--- config.mk ---
export PLATFORM = sky130hd
export DESIGN_NAME = uart_tx_queue
export DESIGN_NICKNAME = d
export VERILOG_FILES = /design/src/rtl/uart_txq_pkg.sv /design/src/rtl/uart_txq_mem.sv /design/src/rtl/uart_tx_queue.sv
export SDC_FILE = /design/constraint.sdc
export NUM_CORES = 1
export LEC_CHECK = 0
export BUFFER_PORTS_ARGS = -buffer_cell sky130_fd_sc_hd__buf_2
export CAP_MARGIN = 40
export CORE_MARGIN = 8
export CORE_UTILIZATION = 40
export DETAILED_ROUTE_END_ITERATION = 7
export PLACE_DENSITY_LB_ADDON = 0.15
export SETUP_SLACK_MARGIN = 0.2
export SLEW_MARGIN = 10
export SYNTH_ARGS = -nofsm -noshare
export SYNTH_HDL_FRONTEND = slang
export SYNTH_SLANG_ARGS = --single-unit
export TNS_END_PERCENT = 1
--- constraint.sdc ---
create_clock -name sys_clk -period 2.79 [get_ports sys_clk]
set_input_delay 0.558 -clock sys_clk [delete_from_list [all_inputs] [get_ports sys_clk]]
set_output_delay 0.558 -clock sys_clk [all_outputs]
set_load 0.01 [all_outputs]
--- src/rtl/uart_txq_pkg.sv ---
// -----------------------------------------------------------------------------
// uart_txq_pkg
// Shared definitions for the UART transmit byte queue:
//   - BYTE_W      : width of one queued character
//   - txq_state_e : launch FSM states (IDLE, START, WAIT_BUSY, WAIT_DONE)
// -----------------------------------------------------------------------------
package uart_txq_pkg;

   localparam int BYTE_W = 8;

   typedef enum logic [1:0] {
      IDLE      = 2'd0,  // waiting for a queued byte and an idle transmitter
      START     = 2'd1,  // one-cycle start pulse to the transmitter
      WAIT_BUSY = 2'd2,  // waiting for the transmitter to report busy
      WAIT_DONE = 2'd3   // frame in progress, waiting for idle again
   } txq_state_e;

endpackage : uart_txq_pkg

--- src/rtl/uart_txq_mem.sv ---
// -----------------------------------------------------------------------------
// uart_txq_mem
// DEPTH x WIDTH register-file storage for the transmit queue.
// One synchronous write port, one asynchronous (combinational) read port.
// The data array carries no reset; only the pointers in the parent decide
// which entries are meaningful.
//
// Ports:
//   clk    in   storage clock
//   we     in   write enable
//   waddr  in   write address
//   wdata  in   write data
//   raddr  in   read address
//   rdata  out  data at raddr (combinational)
// -----------------------------------------------------------------------------
module uart_txq_mem
   import uart_txq_pkg::*;
#(
   parameter  int DEPTH = 8,
   parameter  int WIDTH = BYTE_W,
   localparam int AW    = $clog2(DEPTH)
) (
   input  logic             clk,
   input  logic             we,
   input  logic [AW-1:0]    waddr,
   input  logic [WIDTH-1:0] wdata,
   input  logic [AW-1:0]    raddr,
   output logic [WIDTH-1:0] rdata
);

   logic [WIDTH-1:0] mem_q [DEPTH];

   // NOTE: storage is deliberately left out of reset; an entry is only read
   // after it has been written, so resetting it would just cost reset fan-out.
   // NOTE: sequential state is always assigned with <= so every flop samples
   // the pre-edge values, independent of statement or process order.
   always_ff @(posedge clk) begin
      if (we) begin
         mem_q[waddr] <= wdata;
      end
   end

   assign rdata = mem_q[raddr];

endmodule : uart_txq_mem

--- src/rtl/uart_tx_queue.sv ---
// -----------------------------------------------------------------------------
// uart_tx_queue
// Byte FIFO between the CPU write strobe and the UART transmitter. Bytes are
// accepted on wr_en, buffered, and launched one at a time over the
// xmitH / xmit_dataH / xmit_doneH handshake.
//
// Parameters:
//   DEPTH        FIFO entries (power of two, >= 2)
//   BUSY_TIMEOUT cycles spent in WAIT_BUSY before the start pulse is re-issued
//
// Ports:
//   sys_clk     in   clock (same net as the transmitter)
//   sys_rst     in   asynchronous, active-high reset
//   wr_en       in   one-cycle write strobe
//   wr_data     in   byte to enqueue
//   full        out  registered, count == DEPTH
//   empty       out  registered, count == 0
//   count       out  current occupancy
//   xmitH       out  one-cycle start pulse to the transmitter
//   xmit_dataH  out  byte presented to the transmitter
//   xmit_doneH  in   1 = transmitter idle, 0 = frame in progress
//   ovf         out  sticky overflow flag          (UART_TXQ_OVF_EN only)
//   ovf_clr     in   clears ovf, a new set wins    (UART_TXQ_OVF_EN only)
//
// Configuration macro: UART_TXQ_OVF_EN adds the overflow flag; without it a
// write into a full queue is dropped silently.
// -----------------------------------------------------------------------------
module uart_tx_queue
   import uart_txq_pkg::*;
#(
   parameter int DEPTH        = 8,
   parameter int BUSY_TIMEOUT = 15
) (
   input  logic                       sys_clk,
   input  logic                       sys_rst,
   input  logic                       wr_en,
   input  logic [BYTE_W-1:0]          wr_data,
   output logic                       full,
   output logic                       empty,
   output logic [$clog2(DEPTH+1)-1:0] count,
   output logic                       xmitH,
   output logic [BYTE_W-1:0]          xmit_dataH,
   input  logic                       xmit_doneH
`ifdef UART_TXQ_OVF_EN
   ,
   output logic                       ovf,
   input  logic                       ovf_clr
`endif
);

   localparam int AW = $clog2(DEPTH);
   localparam int CW = $clog2(DEPTH + 1);
   localparam int TW = $clog2(BUSY_TIMEOUT + 1);

   // ---------------------------------------------------------------------------
   // Queue bookkeeping
   // ---------------------------------------------------------------------------
   logic [AW-1:0] wr_ptr_q, wr_ptr_d;
   logic [AW-1:0] rd_ptr_q, rd_ptr_d;
   logic [CW-1:0] count_q, count_d;
   logic          full_q, full_d;
   logic          empty_q, empty_d;
   logic          ready_q, ready_d;

   logic              wr_ok;
   logic              pop;
   logic [BYTE_W-1:0] rd_data;

   // FSM registers
   txq_state_e        state_q;
   logic              xmit_q;
   logic [BYTE_W-1:0] xmit_data_q;
   logic [TW-1:0]     tmo_cnt_q;
   logic [TW-1:0]     tmo_inc;

   // full is the pre-cycle value, so a write into a full queue is dropped even
   // when the FSM pops in the same cycle.
   assign wr_ok = wr_en && !full_q;

   // ready_q is the queue's non-empty status delayed by one cycle: a byte
   // landing in an empty queue is launched only after it has been visible for
   // a full cycle. While bytes are waiting back-to-back it stays high, so the
   // done-to-next-start gap is unaffected.
   assign pop = (state_q == IDLE) && !empty_q && ready_q && xmit_doneH;

   assign tmo_inc = tmo_cnt_q + TW'(1);

   // NOTE: every signal assigned in always_comb gets a default first, so no
   // path leaves it unassigned and no latch is inferred.
   always_comb begin
      wr_ptr_d = wr_ptr_q;
      rd_ptr_d = rd_ptr_q;
      count_d  = count_q;

      // Pointers wrap naturally because DEPTH is a power of two.
      if (wr_ok) begin
         wr_ptr_d = wr_ptr_q + AW'(1);
      end
      if (pop) begin
         rd_ptr_d = rd_ptr_q + AW'(1);
      end

      // wr_ok needs count < DEPTH and pop needs count > 0, so count never wraps.
      case ({wr_ok, pop})
         2'b10:   count_d = count_q + CW'(1);
         2'b01:   count_d = count_q - CW'(1);
         default: count_d = count_q;
      endcase

      full_d  = (count_d == CW'(DEPTH));
      empty_d = (count_d == '0);
      ready_d = !empty_q;
   end

   always_ff @(posedge sys_clk or posedge sys_rst) begin
      if (sys_rst) begin
         wr_ptr_q <= '0;
         rd_ptr_q <= '0;
         count_q  <= '0;
         full_q   <= 1'b0;
         empty_q  <= 1'b1;
         ready_q  <= 1'b0;
      end else begin
         wr_ptr_q <= wr_ptr_d;
         rd_ptr_q <= rd_ptr_d;
         count_q  <= count_d;
         full_q   <= full_d;
         empty_q  <= empty_d;
         ready_q  <= ready_d;
      end
   end

   uart_txq_mem #(
      .DEPTH (DEPTH),
      .WIDTH (BYTE_W)
   ) u_mem (
      .clk   (sys_clk),
      .we    (wr_ok),
      .waddr (wr_ptr_q),
      .wdata (wr_data),
      .raddr (rd_ptr_q),
      .rdata (rd_data)
   );

   // ---------------------------------------------------------------------------
   // Launch FSM. xmitH is registered and high exactly while in START;
   // xmit_dataH is loaded only on a pop, so it is stable through
   // WAIT_BUSY / WAIT_DONE and across timeout re-pulses.
   // ---------------------------------------------------------------------------
   always_ff @(posedge sys_clk or posedge sys_rst) begin
      if (sys_rst) begin
         state_q     <= IDLE;
         xmit_q      <= 1'b0;
         xmit_data_q <= '0;
         tmo_cnt_q   <= '0;
      end else begin
         case (state_q)
            IDLE: begin
               if (pop) begin
                  xmit_data_q <= rd_data;
                  xmit_q      <= 1'b1;
                  state_q     <= START;
               end
            end

            START: begin
               xmit_q    <= 1'b0;
               tmo_cnt_q <= '0;
               state_q   <= WAIT_BUSY;
            end

            WAIT_BUSY: begin
               if (!xmit_doneH) begin
                  state_q <= WAIT_DONE;
               end else begin
                  // Transmitter missed the pulse: after BUSY_TIMEOUT idle
                  // cycles, pulse again with the same byte.
                  tmo_cnt_q <= tmo_inc;
                  if (tmo_inc == TW'(BUSY_TIMEOUT)) begin
                     xmit_q  <= 1'b1;
                     state_q <= START;
                  end
               end
            end

            WAIT_DONE: begin
               if (xmit_doneH) begin
                  state_q <= IDLE;
               end
            end

            default: begin
               xmit_q  <= 1'b0;
               state_q <= IDLE;
            end
         endcase
      end
   end

   assign full       = full_q;
   assign empty      = empty_q;
   assign count      = count_q;
   assign xmitH      = xmit_q;
   assign xmit_dataH = xmit_data_q;

`ifdef UART_TXQ_OVF_EN
   // ---------------------------------------------------------------------------
   // Sticky overflow flag: set the cycle after a dropped write; a set in the
   // same cycle as ovf_clr takes priority.
   // ---------------------------------------------------------------------------
   logic ovf_q, ovf_d;

   always_comb begin
      ovf_d = ovf_q;
      if (ovf_clr) begin
         ovf_d = 1'b0;
      end
      if (wr_en && full_q) begin
         ovf_d = 1'b1;
      end
   end

   always_ff @(posedge sys_clk or posedge sys_rst) begin
      if (sys_rst) begin
         ovf_q <= 1'b0;
      end else begin
         ovf_q <= ovf_d;
      end
   end

   assign ovf = ovf_q;
`endif

endmodule : uart_tx_queue

[After elaboration in Yosys (flattened, before gate mapping)]
Memories as Yosys holds them, arrays and structs flattened. A register that Yosys moved wholly into a read port is not among the register bits.
Cells that the tools add are included.
Cells by class
  reduce and logical (&&, ||, !) cells: 14
  equal/unequal tests: 12
  mux-type cells: 14
  add/subtract/negate cells: 5
Operators by type and width (count)
  $pmux W4 S2: 2
  $add A4 B1 Y4 const B: 2
  $eq A4 B4 Y1 const B: 2
  $mux W2: 4
  $ne A2 B2 Y1 const B: 4
  $pmux W2 S4: 1
  $add A3 B1 Y3 const B: 2
  $eq A2 B2 Y1 const B: 3
  $mux W1: 5
  $eq A2 B1 Y1 const B: 2
  $logic_and A1 B1 Y1: 4
  $logic_not A4 Y1: 1
  $mux W4: 1
  $reduce_and A2 Y1: 2
  $reduce_and A4 Y1: 1
  $sub A4 B1 Y4 const B: 1
  $ne A3 B3 Y1 const B: 1
  $pmux W1 S3: 1
  $reduce_and A3 Y1: 1
  $reduce_bool A3 Y1: 1
  $logic_not A1 Y1: 2
  $logic_not A2 Y1: 1
  $reduce_bool A2 Y1: 1
Storage, ports and cells
  bits in registers: 20
  memories: 1
  output and inout port bits: 15
  input port bits: 12
  logic and storage cells: 55
  RAM bits: 64
Memory list
  u_mem.mem_q: depth 8, bits a word 8, rd ports 1, clocked after memory_dff 1, wr ports 1, line uart_txq_mem.sv:31  | logic [WIDTH-1:0] mem_q [DEPTH];

[Longest topological paths before layout]
  depth in word-level cells: 7
  depth in mapped cells: 13
  depth with buffers taken out: 11

[Modules after synthesis]
A second synthesis with hierarchy kept.
Second synthesis, totals
  cells, all modules: 228
  area, all modules: 3992.6 um^2
By module, submodules not included
  uart_txq_mem: area an instance 2531.2 um^2, times used 1, cells an instance 106
  uart_tx_queue: area an instance 1461.4 um^2, times used 1, cells an instance 122

[Worst setup path after synthesis]
OpenSTA, ideal clock, no wires.
  kind: register to register
  from: register state_q[0]
  to: register full_q (netlist: full)
  path slack: 348 ps
  clock period less this slack: 2442 ps
  arrival: 2311 ps
  path buffers: 2
  cell stages (with the launch flop): 14
  cell sequence: dfrtp_1 -> buf_6 -> inv_2 -> nand2_2 -> nor4b_4 -> buf_4 -> ha_1 -> xor2_1 -> ha_1 -> a21oi_1 -> xor2_1 -> nor2_1 -> xor2_1 -> nor3_1
On the way
  longest elaborated chain between the ends: 7
  elaborated cells between the ends (all ways): 8
  classes of those cells: eq/ne: 3; mux: 1; reduce/logical: 4
Ends and longest elaborated chain
  from (decl): line uart_tx_queue.sv:70  | txq_state_e state_q;
  from (signal assigned): line uart_tx_queue.sv:152  | state_q <= IDLE;
  from (signal assigned): line uart_tx_queue.sv:162  | state_q <= START;
  from (signal assigned): line uart_tx_queue.sv:169  | state_q <= WAIT_BUSY;
  $logic_not A2 Y1 (*): line uart_tx_queue.sv:84  | assign pop = (state_q == IDLE) && !empty_q && ready_q && xmit_doneH;
  $logic_and A1 B1 Y1 (*) (3 in a row): line uart_tx_queue.sv:84
  net pop: line uart_tx_queue.sv:66  | logic pop;
  $eq A2 B1 Y1 or $eq A2 B2 Y1 (tied branches): line uart_tx_queue.sv:104  | case ({wr_ok, pop})
  $pmux W4 S2 (*): line uart_tx_queue.sv:104
  net count_d[2]: line uart_tx_queue.sv:60  | logic [CW-1:0] count_q, count_d;
  $eq A4 B4 Y1 (*): line uart_tx_queue.sv:110  | full_d = (count_d == CW'(DEPTH));
  net full_d: line uart_tx_queue.sv:61  | logic full_q, full_d;
  to (signal assigned): line uart_tx_queue.sv:127  | full_q <= full_d;
  to (decl): line uart_tx_queue.sv:61
Mark *: on every way through the listed nets, which the timed path passes. The rest lies on a longest branch.
A chain may end at the register's enable or synchronous reset.

[Worst setup path after layout]
  from: register state_q[0]
  to: register full_q (netlist: full)
On the way
  longest elaborated chain between the ends: 7
  elaborated cells between the ends (all ways): 8
  classes of those cells: eq/ne: 3; mux: 1; reduce/logical: 4
Ends and longest elaborated chain (line)
  $logic_not A2 Y1 (*): uart_tx_queue.sv:84
  $logic_and A1 B1 Y1 (*) (3 in a row): uart_tx_queue.sv:84
  $eq A2 B1 Y1 or $eq A2 B2 Y1 (tied branches): uart_tx_queue.sv:104
  $pmux W4 S2 (*): uart_tx_queue.sv:104
  net count_d[2]: uart_tx_queue.sv:60
  $eq A4 B4 Y1 (*): uart_tx_queue.sv:110
  net full_d: uart_tx_queue.sv:61
Marked as above.

==> flow_summary_export.csv <==
group,metric,value,unit
outcome,status,"finished clean",
routing,wire_per_inst,16.7,um
synthesis,synthFlopType,"edfxtp_1",
synthesis,ys_top_cells_by_area,"edfxtp_1 50%, dfrtp_1 17%, mux4_2 5.2%, mux4_1 4.7%, mux2i_1 2.3%",
timing,finalWorstSetupSlack,392,ps
synthesis,synth_area,3880,sq um
die,start_util,40.4,%
setup_path,cp-start-kind,"flip-flop",
routing,vias,2013,
synthesis,synth_top_cell_area_share,49.6,%
clock_tree,hold_buffers,0,
routing,vias_per_cell,4.85,
setup_path,r2r_start,"state_q[0]$_DFFE_PP0P_",
synthesis,syn_nets,254,
clock_tree,root_buffer,"clkbuf_8",
run,maxCapViolCount,0,
power_and_ir_drop,powerDensity,995,nW/um^2
setup_path,critical-path-max-stage-delay,490,ps
setup_path,r2r_end,"full$_DFF_PP0_",
timing,period_needed,2400,ps
clock_tree,clock_latency,360,ps
setup_path,cp-end-kind,"flip-flop",
global_route,grt_pass1_vias,2028,
synthesis,async_flop_share,30.4,%
die,io_pins,27,
final_layout,diodes,0,
synthesis,synth-seq-area-share,67.7,%
setup_path,arrival,2650,ps
routing,first_iter_violations,98,
placed_design,place_congestion,0.777,
synthesis,synth.ff_latch_count,92,
synthesis,synth_edf_count,64,
final_layout,final_area,4410,sq um
clock_tree,cts_made_buffers,9,
global_route,grt.total_usage,11.6,%
setup_path,r2r_cells,11,
global_route,use_met1,13.9,%
timing,maxSlewViolCount,0,
setup_path,path_common_cell,"xor2_1",
setup_path,cp.required,3040,ps
timing,rsz0062_at_grt,"no",
final_layout,drive_above_1_share,27.7,%
final_layout,num-nets-final,296,
timing,setup_tns,0,ps
hold_path,holdCritPathClass,"input port to asynchronous set/reset pin",
timing,hold_ws,285,ps
power_and_ir_drop,p_sw_share,33.2,%
timing,finalHoldViolCount,0,
synthesis,ys_warn_count,0,
routing,wl,6920,um
setup_path,crit_path_max_fanout,8,
setup_path,cp_slowest_cell,"dfrtp_1",
clock_tree,cts.path.max_buffers,2,
final_layout,area_growth,13.8,%
placed_design,placed_area,4200,sq um
synthesis,synthTopCellsByCount,"64 x edfxtp_1, 27 x dfrtp_1, 19 x nor2_1, 15 x a21oi_1",
global_route,grt_pass1_wl,11100,um
clock_tree,htreeDepth,3,
synthesis,synth_most_common_cell,"edfxtp_1",
power_and_ir_drop,cell_internal_pwr,0.00293,W
power_and_ir_drop,p_leak,1.65,nW
clock_tree,cts_resized,0,
final_layout,final_cells,415,
final_layout,nFillCells,860,
power_and_ir_drop,p_seq_share,47.5,%
synthesis,syn_inst,235,
routing,route.detailed.drc,0,
placed_design,port_buffers,26,
die,die_x,114,um
global_route,globalRoute.totalOverflow,0,
placed_design,place_inst,399,
placed_design,place_ws,210,ps
timing,relSlewSlack,50.1,%
synthesis,synth_cell_types,42,
die,core_area,9590,sq um
die,die_area,13100,sq um
global_route,use_met2,19.4,%
setup_path,critPathBufInv,1,
timing,finClkSkew,15.4,ps
global_route,grt_max_degree,22,
global_route,grt_use_met3,2.74,%
routing,drtAntennaViolNets,0,
clock_tree,clkSinkCount,92,
power_and_ir_drop,comb_power_share,30.9,%
routing,first_pass_iters,4,
power_and_ir_drop,clockPowerShare,21.6,%
clock_tree,post_cts.repair.setup_buffers,0,
synthesis,yosys.area.top_type,"edfxtp_1",
die,die_h,114,um
clock_tree,cts_tree,"done",
timing,setup_viol,0,
timing,worst_pin_slew,749,ps
power_and_ir_drop,ir_worst_vdd,0.348,mV
timing,max_freq,0.417,GHz
setup_path,crit_type,"flip-flop to flip-flop",
power_and_ir_drop,power_switching,0.00146,W
timing,period_share,86.0,%
setup_path,cp_cell_sequence,"inv_2, nand2_2, nor4b_4, ha_2, xor2_1, ha_1, a21oi_1, xor2_1, nor2_1, xor2_1, nor3_1",
clock_tree,clk_pin_slew,110,ps
die,rows,36,
setup_path,r2r_slack,390,ps
placed_design,hpwl,4420,um
synthesis,syn_avg_cell_area,16.5,sq um
global_route,antenna_found_initial,0,
global_route,grt_busiest_layer,"met2",
setup_path,cpLargestDelayFamily,"simple AND/OR/NAND/NOR gates",
how the worst max path moves through the flow:
stage | startpoint | endpoint | slack (ps) | cells past startpoint
finish | state_q[0]$_DFFE_PP0P_ | full$_DFF_PP0_ | 390 | 11
global route | state_q[0]$_DFFE_PP0P_ | full$_DFF_PP0_ | 200 | 11
CTS | state_q[0]$_DFFE_PP0P_ | full$_DFF_PP0_ | 340 | 11
detailed placement | xmit_doneH | full$_DFF_PP0_ | 210 | 11
global placement | xmit_doneH | full$_DFF_PP0_ | 300 | 11
floorplan | state_q[0]$_DFFE_PP0P_ | full$_DFF_PP0_ | 350 | 13
registers in the layout, summed over array words and instances, names as in the netlist:
register	cells
u_mem.mem_q	64
xmit_dataH	8
count	4
tmo_cnt_q	4
rd_ptr_q	3
wr_ptr_q	3
state_q	2
empty	1
full	1
ready_q	1
xmitH	1
final cells by class:
type	instances	area, sq um	area share [%]
Clock buffer	9	124	2.81
Multi-Input combinational cell	125	1130	25.7
Tap cell	133	166	3.77
Timing Repair Buffer	41	243	5.50
Inverter	8	30.0	0.680
Sequential cell	92	2620	59.4
Clock inverter	7	92.6	2.10
layout by cell type, fill, tap and decap left out, types with 4 or more instances in the layout:
cell	instances
a21oi_1	15
buf_2	26
buf_4	15
clkbuf_8	9
dfrtp_1	27
edfxtp_1	64
ha_1	6
inv_1	7
mux2i_1	9
mux4_1	7
mux4_2	9
nand2_1	9
nand2b_1	5
nor2_1	19
nor3_1	4
o21ai_0	6
xnor2_1	4
xor2_1	5
power by group through the flow:
stage	clock network, W	logic, W	registers (W)
final	0.000949	0.00136	0.00209
after global routing	0.00103	0.00151	0.00214
after CTS	0.000981	0.00139	0.00210
after detailed placement	0	0.00139	0.00212
after global placement	0	0.00138	0.00212
after floorplan	0	0.00109	0.00204
per-stage QoR:
step | util, % | power, W
finish | 46.0 | 0.00439
global route | 46.0 | 0.00468
CTS | 46.0 | 0.00447
detailed placement | 43.7 | 0.00351
global placement | 43.7 | 0.00350
floorplan | - | 0.00313
worst register-to-register path, stage by stage, from the launching register on:
cell and delay (ps):
dfrtp_1 490, inv_2 160, nand2_2 110, nor4b_4 290
ha_2 290, xor2_1 150, ha_1 160, a21oi_1 40
xor2_1 150, nor2_1 110, xor2_1 250, nor3_1 90
layer usage:
layer	part of all wire, %	up-vias
met2	50	29
met4	1.6	0
met3	3.8	7
met5	0	-
met1	44	1003
li1	-	974
logic make-up after synthesis:
family | Yosys count | share of synthesized area [%]
xor gates and xnor gates | 9 | 2.03
buffers and inverters | 18 | 3.13
DFF | 92 | 67.7
AOI/OAI and AO/OA | 28 | 4.39
muxes | 28 | 13.2
adders and majority gates | 7 | 2.26
and+or+nand+nor | 53 | 7.36
(Power assumes the default switching activity.)
